$ cat src/rtl/router_pkg.sv
// Shared defaults and helpers for the router write-steering / watchdog block.
package router_pkg;

  localparam int ROUTER_NUM_CH  = 3;
  localparam int ROUTER_ADDR_W  = 2;
  localparam int ROUTER_TIMEOUT = 30;

  function automatic logic addr_out_of_range(input int unsigned addr, input int unsigned num_ch);
    return addr >= num_ch;
  endfunction

endpackage

$ cat src/rtl/router_sync_wdog.sv
// Per-channel watchdog: emits a one-cycle soft reset after TIMEOUT
// consecutive cycles of unread valid data in the attached FIFO.
module router_sync_wdog import router_pkg::*; #(
  parameter int TIMEOUT = ROUTER_TIMEOUT
) (
  input  logic clock_i,
  input  logic resetn_i,
  input  logic empty_i,
  input  logic read_enb_i,
  output logic soft_reset_o
);

  localparam int CNT_W = $clog2(TIMEOUT);

  logic [CNT_W-1:0] cnt_q, cnt_d;
  logic             soft_reset_q, soft_reset_d;

  // Any read or an empty FIFO restarts the count and also cancels a pulse due this cycle.
  always_comb begin
    soft_reset_d = 1'b0;
    cnt_d        = cnt_q + CNT_W'(1);
    if (empty_i || read_enb_i) begin
      cnt_d = '0;
    end else if (cnt_q == CNT_W'(TIMEOUT - 1)) begin
      cnt_d        = '0;
      soft_reset_d = 1'b1;
    end
  end

  always_ff @(posedge clock_i) begin
    if (!resetn_i) begin
      cnt_q        <= '0;
      soft_reset_q <= 1'b0;
    end else begin
      cnt_q        <= cnt_d;
      soft_reset_q <= soft_reset_d;
    end
  end

  assign soft_reset_o = soft_reset_q;

endmodule

$ cat src/rtl/router_sync_n.sv
// Router synchroniser: latches the destination address, steers the FSM write
// strobe to one FIFO, reflects its full flag and runs a watchdog per FIFO.
module router_sync_n import router_pkg::*; #(
  parameter int NUM_CH  = ROUTER_NUM_CH,
  parameter int ADDR_W  = ROUTER_ADDR_W,
  parameter int TIMEOUT = ROUTER_TIMEOUT
) (
  input  logic              clock_i,
  input  logic              resetn_i,
  input  logic              detect_add_i,
  input  logic [ADDR_W-1:0] data_in_i,
  input  logic              write_enb_reg_i,
  input  logic [NUM_CH-1:0] full_i,
  input  logic [NUM_CH-1:0] empty_i,
  input  logic [NUM_CH-1:0] read_enb_i,
  output logic [NUM_CH-1:0] write_enb_o,
  output logic              fifo_full_o,
  output logic [NUM_CH-1:0] vld_out_o,
  output logic [NUM_CH-1:0] soft_reset_o,
  output logic              addr_err_o
);

  logic [ADDR_W-1:0] addr_q, addr_d;
  logic              addr_err_q, addr_err_d;

  always_comb begin
    addr_d     = addr_q;
    addr_err_d = addr_err_q;
    if (detect_add_i) begin
      addr_d     = data_in_i;
      addr_err_d = addr_out_of_range(32'(data_in_i), NUM_CH);
    end
  end

  always_ff @(posedge clock_i) begin
    if (!resetn_i) begin
      addr_q     <= '0;
      addr_err_q <= 1'b0;
    end else begin
      addr_q     <= addr_d;
      addr_err_q <= addr_err_d;
    end
  end

  // A bad address drops the packet: no write strobe and no back-pressure to the FSM.
  always_comb begin
    write_enb_o = '0;
    fifo_full_o = 1'b0;
    if (!addr_err_q) begin
      for (int i = 0; i < NUM_CH; i++) begin
        if (addr_q == ADDR_W'(i)) begin
          write_enb_o[i] = write_enb_reg_i;
          fifo_full_o    = full_i[i];
        end
      end
    end
  end

  assign vld_out_o  = ~empty_i;
  assign addr_err_o = addr_err_q;

  for (genvar g = 0; g < NUM_CH; g++) begin : g_wdog
    router_sync_wdog #(.TIMEOUT(TIMEOUT)) u_wdog (
      .clock_i     (clock_i),
      .resetn_i    (resetn_i),
      .empty_i     (empty_i[g]),
      .read_enb_i  (read_enb_i[g]),
      .soft_reset_o(soft_reset_o[g])
    );
  end

endmodule

$ cat config.mk
export PLATFORM = sky130hd
export DESIGN_NAME = router_sync_n
export DESIGN_NICKNAME = d
export VERILOG_FILES = /design/src/rtl/router_pkg.sv /design/src/rtl/router_sync_wdog.sv /design/src/rtl/router_sync_n.sv
export SDC_FILE = /design/constraint.sdc
export NUM_CORES = 1
export LEC_CHECK = 0
export ABC_AREA = 1
export ABC_CLOCK_PERIOD_IN_PS = 2600
export BUFFER_PORTS_ARGS = -buffer_cell sky130_fd_sc_hd__buf_2
export CAP_MARGIN = 10
export CORE_AREA = 2 2 48 50
export DETAILED_ROUTE_END_ITERATION = 7
export DIE_AREA = 0 0 50 52
export HOLD_SLACK_MARGIN = 0.05
export PLACE_DENSITY_LB_ADDON = 0.12
export SLEW_MARGIN = 25
export SYNTH_ARGS = -nofsm -noshare
export SYNTH_HDL_FRONTEND = slang
export SYNTH_HIERARCHICAL = 1
export SYNTH_SLANG_ARGS = --single-unit
$ cat constraint.sdc
create_clock -name clock_i -period 2.6 [get_ports clock_i]
set_input_delay 0 -clock clock_i [delete_from_list [all_inputs] [get_ports clock_i]]
set_output_delay 0 -clock clock_i [all_outputs]
set_load 0.05 [all_outputs]
* After elaboration in Yosys (flattened, before gate mapping)
Index checks and enable logic that the tools add are counted.
** Cells by class
- Reduce and logical (&&, ||, !) cells :: 10
- Equal/unequal tests :: 5
- Bitwise gates (word level) :: 2
- Multiplexer cells :: 11
- Magnitude comparators :: 1
- $add $sub $neg :: 3
** Operator list (number)
- 5-bit by 1-bit adder with 5-bit output, second input constant :: 3
- 5-bit == test, second input constant :: 3
- 1-bit two-way mux :: 10
- 3-bit OR reduction :: 3
- 2-bit OR reduction :: 3
- 1-bit logical OR :: 3
- 3-bit two-way mux :: 1
- 3-bit NOT :: 1
- 2-bit by 1-bit == test with 1-bit output, second input constant :: 1
- 2-bit == test, second input constant :: 1
- 2-bit greater-or-equal comparator, second input constant :: 1
- 2-bit zero test :: 1
- 1-bit NOT :: 1
** Storage, ports and cells
- Bits in registers :: 21
- Input bits :: 15
- Output and inout port bits :: 11

* Logic depth before layout (Yosys ltp)
Gate-level depths: netlist (run 1).
- Word-level depth :: 5
- Depth in mapped cells :: 7
- Gate-level depth less buffers :: 7

* Modules after synthesis
The synthesis (run 1) kept the hierarchy.
** By module, submodules not included
- router_sync_wdog :: seq. area each 120.1 µm², times used 3, area each 270.3 µm², cells each 35
- router_sync_n :: seq. area each 60.1 µm², times used 1, area each 172.7 µm², cells each 29

* Worst setup path after synthesis (run 1)
Ideal clock, no wire load.
- Path kind :: register to output
- Start point :: reg addr_err_q (netlist: addr_err_o)
- End point :: out write_enb_o[0]
- Required time :: 2.600 ns
- Path slack :: 0.874 ns
- Arrival time :: 1.726 ns
- Cell stages (with the launch flop) :: 4
- Buffers on the path :: 0
- Cells stage by stage :: dfxtp_1 inv_1 nand2_1 nor3_1
** Between the ends
- Longest elaborated chain between the ends :: 1
** RTL lines
- start, declared :: RTL line router_sync_n.sv:24 : logic addr_err_q, addr_err_d;
- start signal, assigned :: RTL line router_sync_n.sv:41 : addr_err_q <= addr_err_d;
- 3-bit two-way mux :: RTL line router_sync_n.sv:49 : if (!addr_err_q) begin
- end, declared :: RTL line router_sync_n.sv:16 : output logic [NUM_CH-1:0] write_enb_o,
No other way between the ends.

* Worst setup path in the final report (run 1)
- Start point :: in data_in_i[0]
- End point :: reg addr_err_q (netlist: addr_err_o)
** Between the ends
- Longest elaborated chain between the ends :: 1
** RTL lines
- start, declared :: RTL line router_sync_n.sv:11 : input logic [ADDR_W-1:0] data_in_i,
- 2-bit greater-or-equal comparator :: RTL line router_pkg.sv:9 : return addr >= num_ch;
No other way between the ends.
A chain may end at the register's enable or synchronous reset.

==> impl_metrics.json, run 1 <==
{
  "status": "completed",
  "clk_path_buf_depth": 2,
  "critPathLaunchType": "primary input",
  "rsz0062_at_grt": "false",
  "synth-edff-count": 0,
  "antenna_found_initial": 0,
  "core_area_mm2": 0.00211,
  "grt_use_total_pct": 16.4,
  "worstSkewPairLatency_ns": 0.29,
  "maxSlewHeadroom_pct": 83.4,
  "gr-total-overflow": 0,
  "ys_top_cells_by_count": "inv_1, nand2_1, dfxtp_1",
  "ctsResizeCount": 0,
  "end_kind": "flop",
  "syn_nets": 155,
  "remaining_drc_errors": 0,
  "fmax_mhz": 578,
  "worstPathArrival_ns": 1.91,
  "irDropWorstVdd_mv": 0.261,
  "rows": 17,
  "tritoncts.num_buffers": 3,
  "fin_crit_sh_pct": 66.5,
  "initial_utilization_pct": 46.7,
  "post-cts-setup-buffers": 0,
  "drive_gt1_share_pct": 21.5,
  "whs_endpoint": "g_wdog[1].u_wdog/cnt_q[2]",
  "period_minus_slack_ns": 1.73,
  "routed_wl_um": 1840,
  "io_pins": 26,
  "critPathRequiredTime_ns": 2.78,
  "seq_area_frac_synth_pct": 42.7,
  "finalMaxSlewViolations": 0,
  "worstSetupPathType": "primary input to flop",
  "syn_area_per_cell_um2": 7.34,
  "cp-startpoint": "data_in_i[0]",
  "r2r_cells": 7,
  "syn_inst": 134,
  "gp_congestion": 0.770,
  "synth.area.top_cells": "dfxtp_1, inv_1, nand2_1, ha_1, nor2_1",
  "p_leak_nw": 0.659,
  "ys_ff_latch": 21,
  "synth_warnings": 6,
  "rr_endpoint": "g_wdog[1].u_wdog/soft_reset_o",
  "fp.dieArea_mm2": 0.00260,
  "vias": 926,
  "clkSinkCount": 21,
  "timing.rr.start": "g_wdog[1].u_wdog/cnt_q[1]",
  "tns_ns": 0,
  "grt_pass1_vias": 868,
  "portBuffers": 25,
  "cts_root_buffer": "clkbuf_4",
  "syn_area_um2": 983,
  "routed_via_density": 4.52,
  "worst_pin_slew_ns": 0.251,
  "synth_top_area_share_pct": 42.7,
  "hold_start": "read_enb_i[1]",
  "r2r_setup_slack_ns": 1.11,
  "skew_ns": 0.00923,
  "cp_max_fo": 2,
  "area_delta_synth_final_pct": 33.2,
  "synth_flop_cell": "dfxtp_1",
  "die_w_um": 50,
  "grt_max_degree": 12,
  "max-cap-violations": 0,
  "nets": 199,
  "hold_viol": 0,
  "synthArstFlopShare_pct": 0,
  "cts_tree": "built",
  "cts_htree_levels": 1,
  "setup-violations-final": 0,
  "die_y_um": 52,
  "finalPower_w": 0.000566,
  "hold_depth": 6,
  "powerDensity_mw_per_mm2": 432,
  "hpwl_um": 1340,
  "synth_largest_area_cell": "dfxtp_1",
  "ys_types": 14,
  "dr.pass1.iters": 4,
  "first_iter_violations": 12,
  "wire_per_inst_um": 8.99,
  "path_clk_slew_ns": 0.11,
  "grt_first_pass_wirelength_um": 3270,
  "fillers": 192,
  "antenna_left": 0,
  "hold_class": "primary input to flop",
  "n_antenna_cell": 0
}
==> critical path, cell delays in order <==
cell	delay (ns)
dlygate4sd3_1	0.55
buf_2	0.13
nand3_1	0.07
dlygate4sd3_1	0.55
a21oi_1	0.06
dlygate4sd3_1	0.55
==> state kept, by name, indices dropped and copies added, names as in the netlist <==
signal	count
addr_err_o	1
addr_q	2
g_wdog.u_wdog/cnt_q	15
g_wdog.u_wdog/soft_reset_o	3
==> routing by layer <==
| layer | GRT usage, % | part of all wire [%] |
|---|---|---|
| met3 | 3.45 | 2.9 |
| met1 | 18.8 | 46 |
| met5 | 0 | 0 |
| met2 | 29.4 | 50 |
| met4 | 6.94 | 1.1 |
==> power breakdown <==
part	leakage [nW]	switching [W]	internal, W
Combinational	0.474	0.0000526	0.0000318
Sequential	0.170	0.00000582	0.000327
Clock	0.0150	0.0000892	0.0000596
==> cells in the final DEF, fill, tap and decap left out, types with 6 or more instances in the layout <==
cell type	Yosys	routed
nor2_1	18	18
nand2_2	6	6
ha_1	6	6
nand2_1	26	26
dlygate4sd3_1	0	14
buf_2	0	25
dfxtp_1	21	21
nand4_1	6	6
inv_1	26	26
nand3_1	11	11
==> metrics by stage <==
step | hold WS, ns | area [um^2] | util (%) | cells | worst slack (ns)
final | 0.105 | 1310 | 62.2 | 205 | 0.870
after global routing | 0.135 | 1310 | 62.2 | 205 | 0.850
after CTS | 0.101 | 1310 | 62.2 | 205 | 0.932
after detailed placement | 0.201 | 1140 | 54.3 | 187 | 1.57
after global placement | 0.198 | 1140 | 54.3 | 187 | 1.61
after floorplan | 0.0695 | 983 | - | 134 | 0.874
==> worst max-delay path by stage <==
| stage | cells after the start | to |
|---|---|---|
| 2_1_floorplan | 3 | write_enb_o[0] |
| 3_3_place_gp | 6 | g_wdog[0].u_wdog/cnt_q[3] |
| 3_5_place_dp | 7 | g_wdog[0].u_wdog/cnt_q[4] |
| 4_1_cts | 6 | addr_err_o |
| 5_1_grt | 6 | addr_err_o |
| 6_report | 6 | addr_err_o |
==> layout make-up <==
type                       count  area, um^2  share of cell area (%)
timing repair buffer          39         265                    20.2
sequential                    21         420                    32.1
tap                           28        35.0                    2.67
inverter                      27         101                    7.74
clock buffer                   4        26.3                    2.01
multi-input combinational     86         462                    35.2
==> what timing repair did <==
item / in CTS / in global routing
endpoints found under the setup margin: 0 / 0
endpoints found under the hold margin: 18 / 0
hold buffers: 14 / 0
==> logic make-up (layout without fill, tap and decap cells) <==
group	Yosys count	in the layout	share of synthesized area, %
AND/OR/NAND/NOR	73	73	34.6
buffers and inverters	27	70	10.3
flip-flops	21	21	42.7
adder cells (fa/ha/maj)	6	6	7.63
AO/OA/AOI/OAI	4	4	2.03
XOR/XNOR	3	3	2.67
(Power assumes the default switching activity.)
==> run 2, diff against run 1 <==
--- a/config.mk
+++ b/config.mk
@@ -6,7 +6,7 @@
 export NUM_CORES = 1
 export LEC_CHECK = 0
 export ABC_AREA = 1
-export ABC_CLOCK_PERIOD_IN_PS = 2600
+export ABC_CLOCK_PERIOD_IN_PS = 1600
 export BUFFER_PORTS_ARGS = -buffer_cell sky130_fd_sc_hd__buf_2
 export CAP_MARGIN = 10
 export CORE_AREA = 2 2 48 50
==> constraint.sdc (replaced) <==
create_clock -name clock_i -period 1.6 [get_ports clock_i]
set_input_delay 0 -clock clock_i [delete_from_list [all_inputs] [get_ports clock_i]]
set_output_delay 0 -clock clock_i [all_outputs]
set_load 0.05 [all_outputs]
==> impl_metrics.json, run 2 (synthesized netlist as in run 1, its figures left out) <==
{
  "wire_per_inst_um": 9.32,
  "period_minus_slack_ns": 1.47,
  "area_delta_synth_final_pct": 32.2,
  "skew_ns": 0.00191,
  "grt_max_degree": 12,
  "clk_path_buf_depth": 2,
  "fp.dieArea_mm2": 0.00260,
  "largest_reg_flops": 15,
  "status": "completed",
  "maxSlewHeadroom_pct": 83.2,
  "hold_viol": 0,
  "rows": 17,
  "core_area_mm2": 0.00211,
  "grt_first_pass_wirelength_um": 3190,
  "clkSinkCount": 21,
  "dp_slack_ns": 0.569,
  "end_kind": "flop",
  "worst_slack_ns": 0.128,
  "antenna_found_initial": 0,
  "die_y_um": 52,
  "seq_area_um2": 420,
  "rsz0062_at_grt": "false",
  "dr.pass1.iters": 4,
  "ctsResizeCount": 0,
  "antenna_left": 0,
  "fillers": 205,
  "worst_pin_slew_ns": 0.254,
  "max-cap-violations": 0,
  "finalPower_w": 0.000925,
  "nets": 198,
  "routed_via_density": 4.53,
  "final_cell_mix": "inv_1, nand2_1, buf_2",
  "gp_congestion": 0.770,
  "grt_use_total_pct": 16.4,
  "die_w_um": 50,
  "hold_class": "primary input to flop",
  "worstSetupPathType": "flop to flop",
  "largest-register": "g_wdog.u_wdog/cnt_q",
  "worstSkewPairLatency_ns": 0.29,
  "fmax_mhz": 679,
  "powerDensity_mw_per_mm2": 711,
  "setup-violations-final": 0,
  "critPathRequiredTime_ns": 1.79,
  "gr-total-overflow": 0,
  "final_core_util_pct": 61.7,
  "path_clk_slew_ns": 0.11,
  "fin_crit_sh_pct": 92.0,
  "initial_utilization_pct": 46.7,
  "critPathLaunchType": "flop",
  "finalMaxSlewViolations": 0,
  "cts_htree_levels": 1,
  "cts_tree": "built",
  "tritoncts.num_buffers": 3,
  "grt_pass1_vias": 851,
  "placed_area_mm2": 0.00114,
  "finalInstanceArea_mm2": 0.00130,
  "hpwl_um": 1320,
  "p_leak_nw": 0.650,
  "vias": 925,
  "first_iter_violations": 11,
  "portBuffers": 25,
  "cts_root_buffer": "clkbuf_4",
  "drive_gt1_share_pct": 21.6,
  "routed_wl_um": 1900,
  "multi_input_area_um2": 462,
  "cp_max_fo": 4,
  "io_pins": 26,
  "worstPathArrival_ns": 1.66,
  "remaining_drc_errors": 0,
  "irDropWorstVdd_mv": 0.506,
  "n_antenna_cell": 0
}
run 2: layout make-up:
cell class / count / area share [%]
inverter: 27 / 7.80
sequential: 21 / 32.3
timing repair buffer: 38 / 19.6
clock buffer: 4 / 2.02
tap: 28 / 2.69
multi-input combinational: 86 / 35.5
run 2: path summary, 6_finish.rpt:
path / from / to / slack, ns / depth (start not counted)
setup / recovery: g_wdog[2].u_wdog/cnt_q[1] / g_wdog[2].u_wdog/soft_reset_o / 0.13 / 7
hold / removal: read_enb_i[2] / g_wdog[2].u_wdog/cnt_q[1] / 0.11 / 6
setup reg to reg: g_wdog[2].u_wdog/cnt_q[1] / g_wdog[2].u_wdog/soft_reset_o / 0.13 / 7
hold reg to reg: g_wdog[2].u_wdog/cnt_q[0] / g_wdog[2].u_wdog/cnt_q[0] / 0.49 / 1
run 2: where the power goes:
group | internal [W] | switching (W)
Clock | 0.0000970 | 0.000152
Combinational | 0.0000507 | 0.0000859
Sequential | 0.000531 | 0.00000908
run 2: what timing repair did:
action,CTS,global route
hold buffers,13,0
endpoints found under the hold margin,18,0
setup buffers,0,0
run 2: through the flow:
stage          setup TNS, ns  instances  hold slack [ns]
2_1_floorplan         -0.378        134           0.0695
3_3_place_gp               0        187            0.198
3_5_place_dp               0        187            0.201
4_1_cts                    0        204            0.104
5_1_grt                    0        204            0.130
6_report                   0        204            0.109
run 2: metal layers:
layer  wire, um  vias to the layer above  global-route usage, %
li1           -                      498                      -
met3         68                        6                   3.45
met2        929                       18                   28.9
met5          0                        -                      0
met4         51                        0                   11.6
met1        852                      403                   17.4
run 2: worst max-delay path, cell delays in order (launching register included):
cell and delay [ns]:
dfxtp_1 0.39, inv_1 0.06, ha_1 0.17, nand2_1 0.05, inv_1 0.04, nand2_2 0.07, nor3_2 0.04, dlygate4sd3_1 0.55
